### src/rtl/lcu_cond_conditioner.sv
// ============================================================================
// lcu_cond_conditioner : synchronizes, debounces and glitch-counts the 15
//                        controller condition inputs x1..x15.
// Revision: 1.0  initial release
// ============================================================================
`default_nettype none

module lcu_cond_conditioner #(
  parameter int          DEB_CYCLES = 4,
  parameter logic [14:0] RESET_X    = 15'h0000
) (
  input  logic        clk,
  input  logic        rst,
  input  logic [14:0] raw_x,
  input  logic        hold,
  input  logic        glitch_clr,
  output logic [14:0] x_out,
  output logic        x_chg,
  output logic        stable,
  output logic [7:0]  glitch_cnt
);

  localparam logic [3:0] C_DEB_MAX = 4'(DEB_CYCLES - 1);

  logic [14:0]      s1_q, s1_d;
  logic [14:0]      s2_q, s2_d;
  logic [14:0]      x_q, x_d;
  logic [14:0][3:0] cnt_q, cnt_d;
  logic [7:0]       glitch_q, glitch_d;
  logic             chg_q, chg_d;
  logic             any_glitch;

  always_comb begin
    s1_d       = raw_x;
    s2_d       = s1_q;
    x_d        = x_q;
    cnt_d      = cnt_q;
    any_glitch = 1'b0;
    for (int i = 0; i < 15; i++) begin
      if (s2_q[i] == x_q[i]) begin
        // Agreement after a partial run means the input bounced back.
        cnt_d[i] = 4'd0;
        if (cnt_q[i] != 4'd0) any_glitch = 1'b1;
      end else if (cnt_q[i] < C_DEB_MAX) begin
        cnt_d[i] = cnt_q[i] + 4'd1;
      end else if (!hold) begin
        x_d[i]   = s2_q[i];
        cnt_d[i] = 4'd0;
      end else begin
        cnt_d[i] = C_DEB_MAX;
      end
    end

    chg_d = |(x_d ^ x_q);

    if (glitch_clr)
      glitch_d = 8'd0;
    else if (any_glitch && (glitch_q != 8'hFF))
      glitch_d = glitch_q + 8'd1;
    else
      glitch_d = glitch_q;
  end

  always_ff @(posedge clk) begin
    if (rst) begin
      s1_q     <= RESET_X;
      s2_q     <= RESET_X;
      x_q      <= RESET_X;
      cnt_q    <= '0;
      glitch_q <= 8'd0;
      chg_q    <= 1'b0;
    end else begin
      s1_q     <= s1_d;
      s2_q     <= s2_d;
      x_q      <= x_d;
      cnt_q    <= cnt_d;
      glitch_q <= glitch_d;
      chg_q    <= chg_d;
    end
  end

  assign x_out      = x_q;
  assign x_chg      = chg_q;
  assign glitch_cnt = glitch_q;
  assign stable     = (s2_q == x_q);

endmodule

`default_nettype wire
### config.mk
export PLATFORM = sky130hd
export DESIGN_NAME = lcu_cond_conditioner
export DESIGN_NICKNAME = d
export VERILOG_FILES = /design/src/rtl/lcu_cond_conditioner.sv
export SDC_FILE = /design/constraint.sdc
export NUM_CORES = 1
export LEC_CHECK = 0
export CAP_MARGIN = 20
export CORE_MARGIN = 4
export CORE_UTILIZATION = 53
export DETAILED_ROUTE_END_ITERATION = 16
export GPL_TIMING_DRIVEN = 0
export PLACE_DENSITY = 0.74
export SLEW_MARGIN = 20
export SYNTH_ARGS = -nofsm -noshare
export SYNTH_HDL_FRONTEND = slang
export SYNTH_SLANG_ARGS = --single-unit
### constraint.sdc
create_clock -name clk -period 3.5 [get_ports clk]
set_input_delay 0.35 -clock clk [delete_from_list [all_inputs] [get_ports clk]]
set_output_delay 0.35 -clock clk [all_outputs]
set_load 0.01 [all_outputs]
## Yosys cells after proc, flatten, opt, wreduce, memory -nomap -nowiden

Cells that the tools add are included.

| cells by class | value |
|---|---|
| reduce and logical (&&, ||, !) cells | 33 |
| bitwise logic cells | 1 |
| magnitude comparators | 15 |
| equal/unequal tests | 17 |
| add/sub/neg operators | 16 |
| shift-type cells | 0 |
| div/mod/pow operators | 0 |
| muxes and demuxes | 91 |
| multiply operators | 0 |

Operator list:

| kind | count |
|---|---|
| two-way mux 1 bit | 75 |
| adder 4 x 1 -> 4 bit (second input constant) | 15 |
| < comparator 4 x 2 -> 1 bit (second input constant) | 15 |
| two-way mux 4 bit | 15 |
| nonzero test 4 bit | 15 |
| OR reduction 2 bit | 16 |
| == test 1 bit | 15 |
| == test 15 bit | 1 |
| OR reduction 15 bit | 1 |
| XOR 15 bit | 1 |
| adder 8 x 1 -> 8 bit (second input constant) | 1 |
| inequality test 8 bit (second input constant) | 1 |
| two-way mux 2 bit | 1 |
| logical AND 1 bit | 1 |

| storage, ports and cells | value |
|---|---|
| bits in registers | 114 |
| memories kept | 0 |
| input port bits | 19 |
| word-level logic and storage cells | 193 |
| output and inout bits | 25 |
| latch bits | 0 |
| ROM bits | 0 |
| bits in writable memories | 0 |

## Depth between registers and ports, before layout

Gate-level depths: netlist of run 1.

| logic depth | value |
|---|---|
| depth in word-level cells | 32 |
| gate-level depth with buffers | 9 |
| mapped depth without buffers | 8 |

## Least setup slack after synthesis of run 1

No wires, ideal clock.

| timing | value |
|---|---|
| kind | flip-flop to flip-flop |
| start | register cnt_q[48] (netlist name) |
| end | register glitch_q[2] (netlist: glitch_cnt[2]) |
| clock period less this slack | 1.949 ns |
| arrival | 1.833 ns |
| required time | 3.384 ns |
| setup slack | 1.551 ns |
| setup time | 0.116 ns |
| path buffers | 1 |
| stages on the path, launching flop included | 9 |
| cells stage by stage | dfxtp_1 inv_1 ha_1 or3b_1 a22o_1 nor4_2 a31oi_1 buf_6 a31o_2 |

| between the ends | value |
|---|---|
| cells in the longest elaborated chain, start to end | 8 |

RTL lines:

| element | RTL line | source |
|---|---|---|
| from (decl) | 28 | `logic [14:0][3:0] cnt_q, cnt_d;` |
| from (signal assigned) | 76 | `cnt_q <= cnt_d;` |
| nonzero test 4 bit * | 43 | `if (cnt_q[i] != 4'd0) any_glitch = 1'b1;` |
| two-way mux 1 bit * | 43 |  |
| two-way mux 1 bit * | 40 | `if (s2_q[i] == x_q[i]) begin` |
| two-way mux 1 bit | 43 |  |
| two-way mux 1 bit * | 40 |  |
| two-way mux 1 bit | 43 |  |
| two-way mux 1 bit * | 40 |  |
| logical AND 1 bit * | 58 | `else if (any_glitch && (glitch_q != 8'hFF))` |
| to (signal assigned) | 77 | `glitch_q <= glitch_d;` |
| to (decl) | 29 | `logic [7:0] glitch_q, glitch_d;` |

Every way passes the cells marked *; elsewhere a longest branch is shown, timed or not.
A chain may end at the register's enable or synchronous reset.

## Final worst setup path of run 1

| timing | value |
|---|---|
| start | register s2_q[1] |
| end | output stable |

| between the ends | value |
|---|---|
| cells in the longest elaborated chain, start to end | 1 |

RTL lines:

| element | RTL line | source |
|---|---|---|
| from (decl) | 26 | `logic [14:0] s2_q, s2_d;` |
| from (signal assigned) | 67 | `s2_q <= RESET_X;` |
| from (signal assigned) | 74 | `s2_q <= s2_d;` |
| == test 15 bit | 85 | `assign stable = (s2_q == x_q);` |
| to (decl) | 19 | `output logic stable,` |

No other way between the ends.

==> impl_metrics.csv, run 1 <==
group,metric,value,unit
final_layout,fin_nets,588,
min_path,worstHoldPathCells,2,
setup_path,worstPathArrival,2.72,ns
synth,netlist_area,4440,µm²
setup_path,cp_max_fo,5,
routing,routed_wl,9.51,mm
routing,dr.pass1.iters,4,
synth,yosys.area.top_type,"dfxtp_1",
clock_network,cts_resized,0,
clock_network,numClockSinks,114,
synth,ys_ff_latch,114,
timing,hold_ws,0.396,ns
setup_path,r2r_end,"glitch_cnt[4]$_SDFFE_PP0P_",
setup_path,crit_cells,5,
place,port_buffers,42,
synth,ys.flop_type,"dfxtp_1",
place,dp.cells,624,
place,pre_cts_ws,0.949,ns
setup_path,critPathMaxStageDelay,0.60,ns
global_route,first_global_vias,3354,
timing,setup_violations,0,
floorplan,die_w,99.5,µm
global_route,grt_max_degree,17,
clock_network,path_clk_slew,0.06,ns
final_layout,area_delta_synth_final,28.3,%
min_path,min_to,"s1_q[14]$_SDFF_PP0_",
synth,yosysUniqueCellTypes,42,
global_route,grt_pass1_wl,15.9,mm
routing,drt_iter0_drc,143,
timing,rsz0062_at_grt,"no",
clock_network,insertion_delay,0.50,ns
routing,vias_per_cell,5.18,
min_path,min-delay-start,"raw_x[14]",
floorplan,die_area,9900,µm²
clock_network,cts_setup_buffers,0,
final_layout,fill_cells,628,
synth,avgSynthCellArea,9.90,µm²
routing,drc,0,
timing,min_period_over_period,87.8,%
global_route,antenna_found_initial,0,
final_layout,diodes,0,
power,finalPower,3.29,mW
setup_path,start_kind,"register",
setup_path,endpoint_kind,"primary output",
routing,ant_nets,0,
setup_path,path_cells,"xnor2_1, nand4_1, or4_1, nor3_1, clkdlybuf4s50_1",
clock_network,ctsLongestPathBuffers,2,
place,hpwl,6.83,mm
power,power_density,577,nW/µm²
run_status,status,"complete, no violations",
clock_network,hold_buffers,0,
synth,synthArstFlopShare,0,%
synth,synth_warnings,0,
timing,worst_slew_pin_slew,0.928,ns
synth,synth_edf_count,0,
clock_network,cts_tree,"yes",
synth,netlist_instances,448,
timing,slew_violations,0,
timing,maxSlewHeadroom,38.0,%
final_layout,final_cells,656,
run,cap_violations,0,
clock_network,numCtsBuffers,17,
power,vdd_drop_max,0.474,mV
timing,period_minus_slack,3.07,ns
synth,synthTopCellsByArea,"dfxtp_1 (51%), ha_1 (8.7%), nor2b_1 (4.4%), mux2i_1 (4.1%), nor3_1 (3.4%)",
final_layout,drive_gt1_share,7.80,%
power,leakagePower,2.25,nW
floorplan,rows,33,
synth,synth-seq-area-share,51.4,%
setup_path,cp_slowest_cell,"clkdlybuf4s50_1",
clock_network,cts-root-buf,"clkbuf_8",
clock_network,htree_levels,4,
setup_path,crit_family,"simple AND/OR/NAND/NOR gates",
global_route,grt_usage,20.7,%
floorplan,start_util,54.3,%
timing,skew,0.00782,ns
timing,fmax,325,MHz
global_route,grt-ovfl-total,0,
routing,wire_per_inst,14.5,µm
setup_path,reg2reg_slack,1.13,ns
floorplan,boundaryPins,44,
setup_path,required,3.15,ns
routing,vias,3401,
synth,synth_top_area_share,51.4,%
floorplan,die_y,99.5,µm
setup_path,path_buf_inv,1,
timing,setup_ws,0.426,ns
place,globalplace.congestion,0.832,
setup_path,r2r_start,"x_out[14]$_SDFF_PP0_",
timing,hold_viol,0,
setup_path,reg2reg_depth,7,
min_path,min_path_type,"in -> reg",
floorplan,coreArea,8180,µm²
setup_path,critical_path_class,"reg -> out",
timing,setup_tns,0,ns
==> cells in the final DEF (no fill, tap or decap), types with 3 or more instances in the layout <==
cell               n
or3b_2             3
xnor2_1           13
a211oi_1           4
a21oi_1           20
xor2_1             3
nand3_1            3
nand4_1            4
a21boi_0           5
inv_1             32
mux2i_1           18
o21ai_0           15
nor3_1            30
clkbuf_1          14
clkdlybuf4s50_1   42
ha_1              31
clkinv_4           3
a2111oi_0         12
conb_1            30
dfxtp_1          114
o22ai_1            7
clkbuf_16         16
inv_6              7
nor2_1            37
nor2b_1           31
nand2_1           24
==> where the power goes <==
| group | total (mW) | internal (mW) | switching (mW) | leakage (nW) |
|---|---|---|---|---|
| Clock | 1.70 | 1.06 | 0.649 | 0.290 |
| Combinational | 0.207 | 0.0911 | 0.116 | 1.03 |
| Sequential | 1.38 | 1.35 | 0.0276 | 0.939 |
| Total | 3.29 | 2.49 | 0.792 | 2.25 |
==> registers in the layout (all words and copies together) (netlist names) <==
| register | count |
|---|---|
| s1_q | 15 |
| x_chg | 1 |
| x_out | 15 |
| cnt_q | 60 |
| s2_q | 15 |
| glitch_cnt | 8 |
==> final cells by class <==
cell class                 count  area (µm²)  area share, %
buffer                        15        63.8           1.12
clock buffer                  18         428           7.52
clock inverter                14         166           2.92
inverter                      32         120           2.11
multi-input combinational    316        2080           36.5
sequential                   114        2280           40.1
tap                          105         131           2.31
timing repair buffer          42         420           7.39
==> cells in the mapped netlist (2+ instances only) <==
master	n
o21ai_0	15
xnor2_1	13
a21boi_0	5
nand4_1	4
a31oi_1	2
a211oi_1	4
or3b_1	2
a2111oi_0	12
inv_1	32
nor2b_1	31
clkbuf_1	14
a21oi_1	20
nand3_1	3
a31o_1	2
dfxtp_1	114
xor2_1	3
o22ai_1	7
ha_1	31
nor2_1	37
mux2i_1	18
a22o_1	2
or3b_2	3
nor4_1	2
nor3_1	30
nand2_1	24
nand2b_1	2
==> routing by layer <==
metal	GRT usage, %	vias up	wire length (µm)	share of wire [%]
met5	0	-	0	0
met2	35.8	88	4680	49
li1	-	1693	-	-
met3	6.59	13	521	5.5
met1	24.2	1607	4160	44
met4	6.72	0	146	1.5
==> logic make-up (layout without fill, tap and decap cells) <==
logic type	Yosys count	count (layout)	synth area share, %
AOI/OAI and AO/OA	74	74	11.1
xor gates and xnor gates	17	17	3.53
adders and majority gates	31	31	8.74
buffers and inverters	47	121	4.15
DFF	114	114	51.4
muxes	18	18	4.06
other	1	30	0.0845
and+or+nand+nor	146	146	16.9
==> worst max-delay path by stage <==
| stage | startpoint | to | slack, ns |
|---|---|---|---|
| floorplan | cnt_q[48]$_SDFF_PP0_ | glitch_cnt[2]$_SDFFE_PP0P_ | 1.55 |
| global placement | x_out[9]$_SDFF_PP0_ | stable | 0.98 |
| detailed placement | x_out[9]$_SDFF_PP0_ | stable | 0.95 |
| CTS | x_out[9]$_SDFF_PP0_ | stable | 0.42 |
| global route | x_out[9]$_SDFF_PP0_ | stable | 0.28 |
| finish | s2_q[1]$_SDFF_PP0_ | stable | 0.43 |
==> worst register-to-register path, cell delays in order, from the launching register on <==
cell,delay (ns)
dfxtp_1,0.38
xnor2_1,0.18
a21boi_0,0.17
a2111oi_1,0.84
a31oi_1,0.24
buf_6,0.20
nand4_1,0.11
mux2i_1,0.18
==> through the flow <==
step                      cell area (µm²)  util [%]
after floorplan                      4550         -
after global placement               5100      62.4
after detailed placement             5100      62.4
after CTS                            5690      69.6
after global routing                 5690      69.6
final                                5690      69.6
No activity file was read; power rests on OpenSTA's default activity.
==> run 2, diff against run 1 <==
--- a/config.mk
+++ b/config.mk
@@ -11,7 +11,9 @@
 export DETAILED_ROUTE_END_ITERATION = 16
 export GPL_TIMING_DRIVEN = 0
 export PLACE_DENSITY = 0.74
+export RECOVER_POWER = 25
 export SLEW_MARGIN = 20
 export SYNTH_ARGS = -nofsm -noshare
 export SYNTH_HDL_FRONTEND = slang
 export SYNTH_SLANG_ARGS = --single-unit
+export TNS_END_PERCENT = 30
==> run 2 against run 1 <==
Clock power barely moved. Routed wire length did not move. Clock skew is the same. Sequential share of layout area unchanged. First-iteration DRC count unchanged. Maximum frequency did not move. Global-route usage is the same. Count of clock-buffer cells in the layout unchanged. Non-clock buffer count unchanged. Sequential power about the same. Critical path type unchanged.
==> impl_metrics.csv, run 2 (synthesis results as in run 1) <==
group,metric,value,unit
place,pre_cts_ws,0.949,ns
routing,vias_per_cell,5.18,
min_path,min_path_type,"in -> reg",
clock_network,cts_tree,"yes",
setup_path,worstPathArrival,2.72,ns
routing,vias,3401,
routing,drt_iter0_drc,143,
setup_path,r2r_end,"glitch_cnt[4]$_SDFFE_PP0P_",
run,cap_violations,0,
routing,ant_nets,0,
setup_path,endpoint_kind,"primary output",
final_layout,diodes,0,
clock_network,cts_setup_buffers,0,
final_layout,regMostFlops,"cnt_q",
run_status,status,"complete, no violations",
setup_path,start_kind,"register",
power,power_density,577,nW/µm²
timing,maxSlewHeadroom,38.0,%
timing,hold_ws,0.396,ns
final_layout,utilization,69.6,%
timing,skew,0.00782,ns
power,vdd_drop_max,0.474,mV
clock_network,cts_resized,0,
setup_path,startpoint,"s2_q[1]$_SDFF_PP0_",
clock_network,numCtsBuffers,17,
timing,fmax,325,MHz
place,hpwl,6.83,mm
setup_path,required,3.15,ns
clock_network,numClockSinks,114,
timing,period_minus_slack,3.07,ns
timing,setup_ws,0.426,ns
setup_path,critPathMaxStageDelay,0.60,ns
timing,hold_viol,0,
routing,dr.pass1.iters,4,
floorplan,start_util,54.3,%
power,leakagePower,2.25,nW
setup_path,reg2reg_depth,7,
final_layout,layout_commonest_cell,"dfxtp_1",
final_layout,layout_common_cells,"dfxtp_1 (114), clkdlybuf4s50_1 (41), nor2_1 (37)",
floorplan,boundaryPins,44,
setup_path,cp_max_fo,5,
clock_network,cts-root-buf,"clkbuf_8",
min_path,worstHoldPathCells,2,
clock_network,htree_levels,4,
setup_path,r2r_start,"x_out[14]$_SDFF_PP0_",
floorplan,die_w,99.5,µm
timing,setup_violations,0,
clock_network,ctsLongestPathBuffers,2,
final_layout,fin_nets,588,
final_layout,final_area,5690,µm²
routing,routed_wl,9.51,mm
setup_path,cp_slowest_cell,"clkdlybuf4s50_1",
global_route,grt-ovfl-total,0,
final_layout,largest_register_ffs,60,
setup_path,critical_path_class,"reg -> out",
final_layout,drive_gt1_share,7.80,%
global_route,grt_max_degree,17,
floorplan,die_y,99.5,µm
timing,min_period_over_period,87.8,%
clock_network,path_clk_slew,0.06,ns
final_layout,area_delta_synth_final,28.3,%
floorplan,die_area,9900,µm²
place,globalplace.congestion,0.832,
global_route,first_global_vias,3354,
floorplan,rows,33,
global_route,grt_pass1_wl,15.9,mm
timing,slew_violations,0,
clock_network,hold_buffers,0,
global_route,antenna_found_initial,0,
timing,worst_slew_pin_slew,0.928,ns
setup_path,reg2reg_slack,1.13,ns
min_path,min_to,"s1_q[14]$_SDFF_PP0_",
timing,setup_tns,0,ns
routing,wire_per_inst,14.5,µm
routing,drc,0,
setup_path,path_cells,"xnor2_1, nand4_1, or4_1, nor3_1, clkdlybuf4s50_1",
clock_network,insertion_delay,0.50,ns
place,place_area,5100,µm²
floorplan,coreArea,8180,µm²
place,port_buffers,42,
global_route,grt_usage,20.7,%
timing,rsz0062_at_grt,"no",
min_path,min-delay-start,"raw_x[14]",
-- run 2: changes by cell type in the layout (fill, tap and decap cells not counted), sizes merged --
| cell | before | now |
|---|---|---|
| dlygate4sd3 | 0 | 1 |
| clkdlybuf4s50 | 42 | 41 |
-- run 2: worst max-delay path by stage --
| stage | to | slack, ns | depth (start not counted) |
|---|---|---|---|
| floorplan | glitch_cnt[2]$_SDFFE_PP0P_ | 1.55 | 8 |
| global placement | stable | 0.98 | 5 |
| detailed placement | stable | 0.95 | 5 |
| CTS | stable | 0.42 | 5 |
| global route | stable | 0.28 | 5 |
| finish | stable | 0.43 | 5 |
-- run 2: area by class of cell --
class                           count  area [µm²]
Fill cell                         628        2480
Sequential cell                   114        2280
Multi-Input combinational cell    316        2080
Clock buffer                       18         428
Timing Repair Buffer               42         420
Clock inverter                     14         166
Tap cell                          105         131
Inverter                           32         120
Buffer                             15        63.8
-- run 2: critical path, delay by kind of cell, from the launching register on --
| kind | cells | cell delay (ns) |
|---|---|---|
| xor+xnor | 1 | 0.44 |
| simple gates | 3 | 0.83 |
| flops | 1 | 0.34 |
| buf+inv | 1 | 0.60 |
-- run 2: where the power goes --
group	switching (mW)	internal [mW]
Combinational	0.116	0.0909
Clock	0.649	1.06
Sequential	0.0276	1.35
Total	0.792	2.49
-- run 2: stage by stage --
| stage | power, mW | std cells |
|---|---|---|
| floorplan | 1.53 | 477 |
| CTS | 3.30 | 656 |
| detailed placement | 1.61 | 624 |
| finish | 3.29 | 656 |
| global route | 3.41 | 656 |
| global placement | 1.60 | 624 |
-- run 2: metal layers --
layer | part of all wire [%] | GRT usage (%) | up-vias
li1 | - | - | 1693
met5 | 0 | 0 | -
met3 | 5.5 | 6.59 | 13
met1 | 44 | 24.2 | 1607
met2 | 49 | 35.8 | 88
met4 | 1.5 | 6.72 | 0
==> run 3, diff against run 2 <==
--- a/config.mk
+++ b/config.mk
@@ -9,7 +9,6 @@
 export CORE_MARGIN = 4
 export CORE_UTILIZATION = 53
 export DETAILED_ROUTE_END_ITERATION = 16
-export GPL_TIMING_DRIVEN = 0
 export PLACE_DENSITY = 0.74
 export RECOVER_POWER = 25
 export SLEW_MARGIN = 20
==> run 3 against run 2 <==
The run now ends with max-capacitance violations, max-slew violations left. Clock power barely moved. Total power up 0.65%. Sequential power barely moved. Count of clock-buffer cells in the layout rose by 1. Worst setup slack better by 0.029 ns. Critical path type unchanged.
==> impl_metrics.csv, run 3 (synthesis results as in run 1) <==
group,metric,value,unit
run_status,status,"complete, but fails checks",
run_status,violations,"max-capacitance violations, max-slew violations",
final_layout,layout_common_cells,"dfxtp_1 (114), clkdlybuf4s50_1 (42), nor2_1 (37)",
setup_path,start_kind,"register",
timing,skew,0.00587,ns
global_route,use_met2,30.8,%
final_layout,area_delta_synth_final,27.6,%
power,power_density,584,nW/µm²
min_path,min_to,"s1_q[9]$_SDFF_PP0_",
global_route,grt_pass1_wl,14.5,mm
setup_path,reg2reg_depth,6,
timing,min_period_over_period,87.0,%
global_route,grt_usage,18.9,%
clock_network,hold_buffers,0,
clock_network,path_clk_slew,0.06,ns
routing,drt_iter0_drc,162,
clock_network,cts_setup_buffers,0,
global_route,first_global_vias,3155,
setup_path,r2r_start,"x_out[13]$_SDFF_PP0_",
floorplan,die_y,99.5,µm
setup_path,endpoint_kind,"primary output",
routing,drc,0,
final_layout,drive_gt1_share,7.96,%
final_layout,regMostFlops,"cnt_q",
routing,routed_wl,8.66,mm
clock_network,cts_resized,0,
final_layout,layout_commonest_cell,"dfxtp_1",
floorplan,rows,33,
clock_network,numCtsBuffers,17,
timing,setup_tns,0,ns
setup_path,required,3.15,ns
routing,ant_nets,0,
timing,slew_violations,80,
place,place_area,5060,µm²
global_route,grt_max_degree,48,
floorplan,die_w,99.5,µm
power,leakagePower,2.24,nW
final_layout,final_cells,645,
run,cap_violations,2,
final_layout,fin_nets,577,
timing,worst_slew_pin_slew,1.73,ns
routing,wire_per_inst,13.4,µm
final_layout,final_area,5660,µm²
global_route,antenna_found_initial,0,
setup_path,r2r_end,"glitch_cnt[3]$_SDFFE_PP0P_",
clock_network,cts_tree,"yes",
floorplan,start_util,54.3,%
min_path,min-delay-start,"raw_x[9]",
routing,vias_per_cell,5.11,
global_route,gr-usage-met3,6.17,%
floorplan,boundaryPins,44,
clock_network,numClockSinks,114,
timing,fmax,328,MHz
floorplan,coreArea,8180,µm²
setup_path,critical_path_class,"reg -> out",
power,vdd_drop_max,0.302,mV
place,hpwl,6.00,mm
place,dp.cells,613,
setup_path,reg2reg_slack,0.95,ns
timing,hold_ws,0.381,ns
global_route,gr-usage-met1,22.8,%
final_layout,diodes,0,
clock_network,insertion_delay,0.52,ns
global_route,grt-ovfl-total,0,
place,port_buffers,43,
timing,setup_violations,0,
place,pre_cts_ws,0.970,ns
clock_network,ctsLongestPathBuffers,2,
timing,maxSlewHeadroom,-15.2,%
clock_network,cts-root-buf,"clkbuf_8",
min_path,worstHoldPathCells,2,
clock_network,htree_levels,4,
min_path,min_path_type,"in -> reg",
setup_path,worstPathArrival,2.69,ns
place,globalplace.congestion,0.812,
timing,rsz0062_at_grt,"no",
routing,vias,3298,
final_layout,largest_register_ffs,60,
global_route,top_usage_layer,"met2",
timing,period_minus_slack,3.04,ns
timing,hold_viol,0,
floorplan,die_area,9900,µm²
timing,setup_ws,0.456,ns
routing,dr.pass1.iters,4,
setup_path,cp_max_fo,5,
-- run 3: area by class of cell --
type,instances,area [µm²]
clock buffer,19,432
inverter,32,120
fill,614,2510
timing repair buffer,46,443
tap,105,131
sequential,114,2280
clock inverter,13,174
multi-input combinational,316,2080
-- run 3: stage by stage --
| stage | utilization [%] | total power [mW] |
|---|---|---|
| 6_report | 69.3 | 3.31 |
| 3_3_place_gp | 61.9 | 1.59 |
| 2_1_floorplan | - | 1.53 |
| 4_1_cts | 69.3 | 3.33 |
| 3_5_place_dp | 61.9 | 1.60 |
| 5_1_grt | 69.3 | 3.43 |
-- run 3: metal layers --
metal	wire, µm	vias up
met5	0	-
met4	148	0
met3	378	15
met2	4140	70
met1	3990	1542
li1	-	1671
-- run 3: worst max-delay path by stage --
| stage | start | endpoint |
|---|---|---|
| 2_1_floorplan | cnt_q[48]$_SDFF_PP0_ | glitch_cnt[2]$_SDFFE_PP0P_ |
| 3_3_place_gp | x_out[9]$_SDFF_PP0_ | stable |
| 3_5_place_dp | x_out[14]$_SDFF_PP0_ | glitch_cnt[3]$_SDFFE_PP0P_ |
| 4_1_cts | x_out[1]$_SDFF_PP0_ | stable |
| 5_1_grt | x_out[1]$_SDFF_PP0_ | stable |
| 6_report | x_out[1]$_SDFF_PP0_ | stable |
-- run 3: critical path, stage by stage, from the launching register on --
cell and delay, ns:
dfxtp_1 0.33, xnor2_1 0.46, nand4_1 0.14, or4_1 0.41, nor3_1 0.26, clkdlybuf4s50_1 0.60
-- run 3: where the power goes --
group	internal, mW	switching, mW
combinational	0.0906	0.108
clock	1.11	0.619
sequential	1.35	0.0272
